### config.mk
export PLATFORM = sky130hd
export DESIGN_NAME = ground_tex_fetch_flat
export DESIGN_NICKNAME = d
export VERILOG_FILES = /design/src/rtl/ground_tex_fetch_if.sv /design/src/rtl/ground_tex_fetch.sv /design/src/flat_wrapper.sv
export SDC_FILE = /design/constraint.sdc
export NUM_CORES = 1
export LEC_CHECK = 0
export ABC_CLOCK_PERIOD_IN_PS = 1900
export BUFFER_PORTS_ARGS = -buffer_cell sky130_fd_sc_hd__buf_2
export CAP_MARGIN = 10
export CELL_PAD_IN_SITES_DETAIL_PLACEMENT = 1
export CELL_PAD_IN_SITES_GLOBAL_PLACEMENT = 1
export CORE_MARGIN = 10
export CORE_UTILIZATION = 33
export CTS_CLUSTER_SIZE = 28
export DETAILED_ROUTE_END_ITERATION = 7
export HOLD_SLACK_MARGIN = 0.03
export PLACE_DENSITY_LB_ADDON = 0.15
export SETUP_SLACK_MARGIN = 0.5
export SLEW_MARGIN = 20
export SYNTH_ARGS = -nofsm -noshare
export SYNTH_HDL_FRONTEND = slang
export SYNTH_SLANG_ARGS = --single-unit
### constraint.sdc
create_clock -name clk -period 1.9 [get_ports clk]
set_input_delay 0.38 -clock clk [delete_from_list [all_inputs] [get_ports clk]]
set_output_delay 0.38 -clock clk [all_outputs]
set_load 0.01 [all_outputs]
### src/rtl/ground_tex_fetch_if.sv
// ground_tex_fetch_if
//   Synchronous read port of the 256x3-bit ground texture ROM.
//   master (fetch block): drives rom_en / rom_addr, receives rom_data.
//   slave  (ROM):         receives rom_en / rom_addr, returns rom_data
//                         registered one cycle after the address.
//   Ports:
//     rom_en    1   read enable
//     rom_addr  8   {row[3:0], col[3:0]}
//     rom_data  3   palette index
interface ground_tex_fetch_if;
  logic       rom_en;
  logic [7:0] rom_addr;
  logic [2:0] rom_data;

  modport master (output rom_en, output rom_addr, input rom_data);
  modport slave  (input rom_en, input rom_addr, output rom_data);
endinterface

### src/rtl/ground_tex_fetch.sv
// ground_tex_fetch
//   Converts the pixel coordinate plus the per-frame scroll distance into a
//   16x16 ground tile address, reads the texture ROM and maps the returned
//   palette index to 12-bit RGB. Pixel sideband is delayed 3 cycles to line
//   up with the colour.
//   Ports:
//     clk, rst_n     pixel clock, asynchronous active-low reset
//     pix_x, pix_y   current pixel coordinate (10 bits each)
//     pix_valid      pixel is in the active area
//     frame_tick     one-cycle pulse per frame (vertical blank)
//     run, speed     scroll enable and pixels advanced per frame
//     rom            ROM read port (master side)
//     out_valid      pix_valid delayed 3 cycles
//     out_ground     pixel in the ground band, delayed 3 cycles
//     out_rgb        4:4:4 colour, 0x000 outside the ground band
//     distance       total scrolled pixels, saturating at 0xFFFF
module ground_tex_fetch #(
  parameter logic [9:0] GROUND_Y = 10'd400
) (
  input  logic                      clk,
  input  logic                      rst_n,
  input  logic [9:0]                pix_x,
  input  logic [9:0]                pix_y,
  input  logic                      pix_valid,
  input  logic                      frame_tick,
  input  logic                      run,
  input  logic [2:0]                speed,
  ground_tex_fetch_if.master        rom,
  output logic                      out_valid,
  output logic                      out_ground,
  output logic [11:0]               out_rgb,
  output logic [15:0]               distance
);

  logic        ground;
  logic [9:0]  row_off;
  logic [3:0]  row;
  logic [3:0]  col;
  logic [16:0] dist_sum;
  logic        valid1, ground1;
  logic        valid2, ground2;
  logic [11:0] pal_rgb;

  assign ground   = pix_valid && (pix_y >= GROUND_Y);
  assign row_off  = pix_y - GROUND_Y;
  // Rows below the first tile repeat the last tile row.
  assign row      = (row_off < 10'd16) ? row_off[3:0] : 4'hF;
  // 4-bit add wraps the column around the tile on purpose.
  assign col      = pix_x[3:0] + distance[3:0];
  assign dist_sum = {1'b0, distance} + {14'd0, speed};

  always_comb begin
    pal_rgb = 12'h000;
    case (rom.rom_data)
      3'd0: pal_rgb = 12'h742;
      3'd1: pal_rgb = 12'h5C3;
      3'd2: pal_rgb = 12'h3A2;
      3'd3: pal_rgb = 12'h963;
      3'd4: pal_rgb = 12'h7E4;
      3'd5: pal_rgb = 12'hB85;
      3'd6: pal_rgb = 12'hDA6;
      3'd7: pal_rgb = 12'hFFF;
      default: pal_rgb = 12'h000;
    endcase
  end

  always_ff @(posedge clk or negedge rst_n) begin
    if (!rst_n) begin
      distance <= 16'h0000;
    end else if (frame_tick && run) begin
      distance <= dist_sum[16] ? 16'hFFFF : dist_sum[15:0];
    end
  end

  // Stage 1: address. rom_addr holds outside the band so the ROM port
  // stays quiet between lines.
  always_ff @(posedge clk or negedge rst_n) begin
    if (!rst_n) begin
      rom.rom_en   <= 1'b0;
      rom.rom_addr <= 8'h00;
      valid1       <= 1'b0;
      ground1      <= 1'b0;
    end else begin
      rom.rom_en <= ground;
      valid1     <= pix_valid;
      ground1    <= ground;
      if (ground) begin
        rom.rom_addr <= {row, col};
      end
    end
  end

  // Stage 2: flags travel alongside the ROM's internal data register.
  // Stage 3: colour. ground2 masks any stale rom_data.
  always_ff @(posedge clk or negedge rst_n) begin
    if (!rst_n) begin
      valid2     <= 1'b0;
      ground2    <= 1'b0;
      out_valid  <= 1'b0;
      out_ground <= 1'b0;
      out_rgb    <= 12'h000;
    end else begin
      valid2     <= valid1;
      ground2    <= ground1;
      out_valid  <= valid2;
      out_ground <= ground2;
      out_rgb    <= ground2 ? pal_rgb : 12'h000;
    end
  end

endmodule

### src/flat_wrapper.sv
// flat-port wrapper written by rule: the top's interface ports become plain ports
module ground_tex_fetch_flat 
#(
  parameter logic [9:0] GROUND_Y = 10'd400
)
  (clk, rst_n, pix_x, pix_y, pix_valid, frame_tick, run, speed, out_valid, out_ground, out_rgb, distance, rom_rom_en, rom_rom_addr, rom_rom_data);
  ground_tex_fetch_if rom_i ();
  input  logic clk;
  input  logic rst_n;
  input  logic [9:0] pix_x;
  input  logic [9:0] pix_y;
  input  logic pix_valid;
  input  logic frame_tick;
  input  logic run;
  input  logic [2:0] speed;
  output logic out_valid;
  output logic out_ground;
  output logic [11:0] out_rgb;
  output logic [15:0] distance;
  output wire logic [$bits(rom_i.rom_en)-1:0] rom_rom_en;
  output wire logic [$bits(rom_i.rom_addr)-1:0] rom_rom_addr;
  input wire logic [$bits(rom_i.rom_data)-1:0] rom_rom_data;
  assign rom_rom_en = rom_i.rom_en;
  assign rom_rom_addr = rom_i.rom_addr;
  assign rom_i.rom_data = rom_rom_data;
  ground_tex_fetch #(.GROUND_Y(GROUND_Y)) u_core (.clk(clk), .rst_n(rst_n), .pix_x(pix_x), .pix_y(pix_y), .pix_valid(pix_valid), .frame_tick(frame_tick), .run(run), .speed(speed), .rom(rom_i), .out_valid(out_valid), .out_ground(out_ground), .out_rgb(out_rgb), .distance(distance));
endmodule
* Yosys cells after proc, flatten, opt, wreduce, memory -nomap -nowiden
Memories as Yosys holds them, arrays and structs flattened.
Cells that the tools add are included.
** Operators by class
- Bitwise logic cells :: 0
- Divide/modulo/power cells :: 0
- Shift-type cells :: 0
- $lt $le $gt $ge :: 2
- Add/subtract/negate cells :: 3
- Equal/unequal tests :: 0
- Multiplexer cells :: 3
- Reductions and logical operators :: 2
- Multiply operators :: 0
** Operators by type and width (count)
- $add 16x3->17 :: 1
- $mux 16 :: 1
- $mux 12 :: 1
- $ge 10x9->1 const B :: 1
- $lt 10x5->1 const B :: 1
- $sub 10x9->10 const B :: 1
- $add 4x4->4 :: 1
- $mux 4 :: 1
- $logic_and 1x1->1 :: 2
** Storage, ports and cells
- Bits in latches :: 0
- Memory bits (writable) :: 0
- Bits in registers :: 42
- Word-level logic and storage cells :: 20
- Memory bits (read-only) :: 88
- Memories kept :: 1
** Memory list
- (name not given) :: words 8, width 11, read ports 1, clocked after memory_dff 0, write ports 0, line ground_tex_fetch.sv:54 : case (rom.rom_data)

* Depth between registers and ports, before layout
- Depth after elaboration :: 3
- Gate-level depth with buffers :: 7
- Depth with buffers taken out :: 6

* Least setup slack after synthesis
Ideal clock, no wire load.
- Path type :: register -> register
- Start :: register u_core.distance[0]
- End :: register u_core.distance[14]
- Buffers on the path :: 0
- Setup time :: 128 ps
- Clock period less this slack :: 1998 ps
- Cell stages (with the launch flop) :: 7
- Arrival time :: 1870 ps
- Path slack :: -98 ps
- Data required time :: 1772 ps
- Cells stage by stage :: dfrtp_1 -> ha_1 -> fa_1 -> a21oi_1 -> nor3_2 -> nand4_1 -> mux2_1
** On the way
- Word-level cells in the longest chain between the ends :: 2
** RTL lines
- start: declaration :: line ground_tex_fetch.sv:32 : output logic [15:0] distance
- start signal: assignment :: line ground_tex_fetch.sv:71 : distance <= dist_sum[16] ? 16'hFFFF : dist_sum[15:0];
- $add 16x3->17 :: line ground_tex_fetch.sv:50 : assign dist_sum = {1'b0, distance} + {14'd0, speed};
- $mux 16 :: line ground_tex_fetch.sv:71
No other way between the ends.
A chain may end at the register's enable or synchronous reset.

* Worst setup path after layout
Ends and elaborated chain as after synthesis.

==> summary.md <==
| Metric | Value |
|---|---|
| ANT cells | 0 |
| Startpoint Class | flop |
| Sw Share | approximately 33% |
| Main flop type after synthesis | dfrtp_1 |
| Relative slew slack | a little over two thirds |
| Hpwl dp | ~4000 um |
| Async S/R FF share, synth | 100.0% |
| Slew Viols, Final | 0 |
| Synth cell count leaders | 40 x dfrtp_1, 29 x nand2_1, 12 x nor2_1 |
| Netlist cell types | between 40 and 50 |
| Vias in the first global route | ~1.7k |
| CP max FO | 4 |
| H-tree depth | 2 |
| Fin nets | about 310 |
| Drt first pass iters | 4 |
| Clock Latency Late Sink | around 290 ps |
| Met1 global-route usage | between 10% and 20% |
| Internal power | 0.001830 W |
| Post-DRT Antenna Nets | 0 |
| Fin. Hold Viols | 0 |
| RSZ-0062 raised after global routing | true |
| Area after DPL | 2442 sq um |
| Psw | between 0.0009 and 0.001 W |
| Area leader, netlist | dfrtp_1 |
| Area fraction of the dominant cell type after synthesis | a little over half |
| WL/cell | ~16 um |
| GPL Wtd Cong | approximately 0.75 |
| Post-route cell area | roughly 2800 sq um |
| FMAX | about 570 MHz |
| CTS buffer count | 5 |
| Syn Nets | 223 |
| Total track usage | 11.46% |
| Die area | roughly 9300 sq um |
| Post-synthesis cell count | 180 |
| Initial core utilization | about a third |
| Share of cells above drive strength 1 | 48.12% |
| Die width | slightly below 100 um |
| Worst-path clk slew | 80 ps |
| Period utilization | 92.89% |
| Final setup fails | 0 |
| Avg Cell Area, Syn | around 11 sq um |
| Max-cap violations | 0 |
| EDFF count, synth | 0 |
| Status | finished, final reports clean |
| Initial antenna violation count | 0 |
| Hold_buf cts | 0 |
| Least-Margin Pin Slew | 452.1 ps |
| Critical Path AT | about 1900 ps |
| CTS tree | yes |
| Total Wirelength | 5250 um |
| Grt total ovfl | 0 |
| PwrDens | 987.5 nW/um^2 |
| Leak pwr | 1.358 nW |
| Port Buffers | between 60 and 70 |
| Comb pwr share | about 34% |
| First-pass GRT wire length | 8355 um |
| Top-count cell post-synth | dfrtp_1 |
| Synth area leaders | dfrtp_1 52%, ha_1 6.5%, nand2_1 5.7% |
| Clock Power Share | 24.9% |
| Vias per cell | a little under 5 |
| Maximum clock insertion buffer count | 2 |
| Met3 GRT Util | 3.891% |
| Rows | 27 |
| # clock sinks | 40 |
| Synth Cell Area | 1924 sq um |
| Height of the die | about 96 um |
| Syn-to-layout area delta | 43.82% |
| Clock skew | 7.495 ps |
| Vias post-DR | ~1.6k |
| Critical Path RT | approximately 2100 ps |
| Root buf cell | clkbuf_8 |
| VDD IR-drop max | 0.6183 mV |
| Core area | 5574 sq um |
| Setup crit end kind | flop |
| Iter 0 DRT Violations | 31 |
| Grt met2 use | around a fifth |
| Sum Neg Setup Slack | 0 ps |
| Crit path kind | reg -> reg |
| Worst hold path class | in -> async |
| Flop pwr share | 40.9% |
| GR peak layer | met2 |
| Seq/Total Area, Yosys | around 52% |
| Pin count of the biggest net entering global routing | 21 |
| Synth warn | 0 |
| DRC errors left | 0 |
| Crit path time final | 1765 ps |
| Seq cells post-synth | 40 |
| Number of primary I/O pins | 70 |
| Layout fillers | 650 |
-- cell usage in the layout, fill, tap and decap left out, types with 4 or more instances in the layout --
cell / count
buf_2: 61
dfrtp_1: 34
nand2_1: 28
buf_4: 13
nor2_1: 11
xnor2_1: 10
buf_6: 9
inv_1: 6
nand3_1: 6
dfrtp_2: 6
ha_1: 5
clkbuf_8: 5
nor3_1: 4
ha_4: 4
-- cell families (layout without fill, tap and decap cells) --
group	after synthesis	in the layout	synth area share (%)
adder cells (fa/ha/maj)	12	12	8.583
flip-flops	40	40	52.02
XOR/XNOR	11	11	5.006
multiplexers	2	2	1.105
buffers and inverters	13	99	3.056
AO/OA/AOI/OAI	24	24	8.518
AND/OR/NAND/NOR	78	78	21.72
-- area by class of cell --
class                      instances  area [sq um]  area share [%]
tap                               72         90.09           3.255
timing repair buffer              83         504.2           18.22
multi-input combinational        127          1023           36.98
clock buffer                       5         68.82           2.486
inverter                           8         30.03           1.085
sequential                        40          1008           36.44
clock inverter                     3         42.54           1.537
-- sequential cells by signal (all words and copies together), names as in the netlist --
name / cells
u_core.out_valid: 1
u_core.rom.rom_en: 1
u_core.distance: 16
u_core.ground2: 1
u_core.valid1: 1
u_core.out_rgb: 11
u_core.valid2: 1
u_core.rom.rom_addr: 8
-- per-stage QoR --
stage | power, W | cells | worst slack, ps | utilization, % | hold slack (ps)
2_1_floorplan | 0.001543 | 180 | 84.98 | - | 84.41
4_1_cts | 0.002679 | 336 | 143.0 | 48.17 | 35.55
3_5_place_dp | 0.001861 | 323 | 16.45 | 43.82 | 342.6
5_1_grt | 0.002926 | 338 | 59.91 | 49.65 | 54.48
3_3_place_gp | 0.001853 | 323 | 31.89 | 43.82 | 336.9
6_report | 0.002733 | 338 | 135.1 | 49.65 | 26.65
-- repair_timing --
action | 4_1_cts | 5_1_grt
pin swaps | 6 | 12
endpoints found under the setup margin | 19 | 24
resized for setup | 20 | 16
buffers inserted | 5 | 2
-- metal layers --
metal	wire, um	vias to the layer above
met5	0	-
met4	45	0
met3	372	4
met2	2632	42
met1	2200	791
li1	-	796
-- critical path, stage by stage (launching register included) --
cell	delay, ps
dfrtp_1	400
ha_2	190
fa_2	370
a21oi_4	180
nor3_2	70
nand4_1	100
mux2_1	320
-- worst paths after layout --
check	to	slack, ps	from	cells past startpoint
max in group asynchronous	u_core.distance[11]	1330	rst_n	2
setup / recovery	u_core.distance[14]	140	u_core.distance[0]	6
hold reg to reg	u_core.valid2	360	u_core.valid1	0
hold / removal	u_core.rom.rom_addr[0]	30	rst_n	1
setup reg to reg	u_core.distance[14]	140	u_core.distance[0]	6
min in group clk	u_core.valid1	220	pix_valid	1
-- power by group through the flow --
stage	Combinational [W]	Clock, W	Sequential (W)
CTS	0.000863	0.000704	0.00111
finish	0.000935	0.000682	0.00112
detailed placement	0.000724	0	0.00114
global route	0.00105	0.000739	0.00114
global placement	0.000719	0	0.00113
floorplan	0.000374	0	0.00117
(Power assumes the default switching activity.)
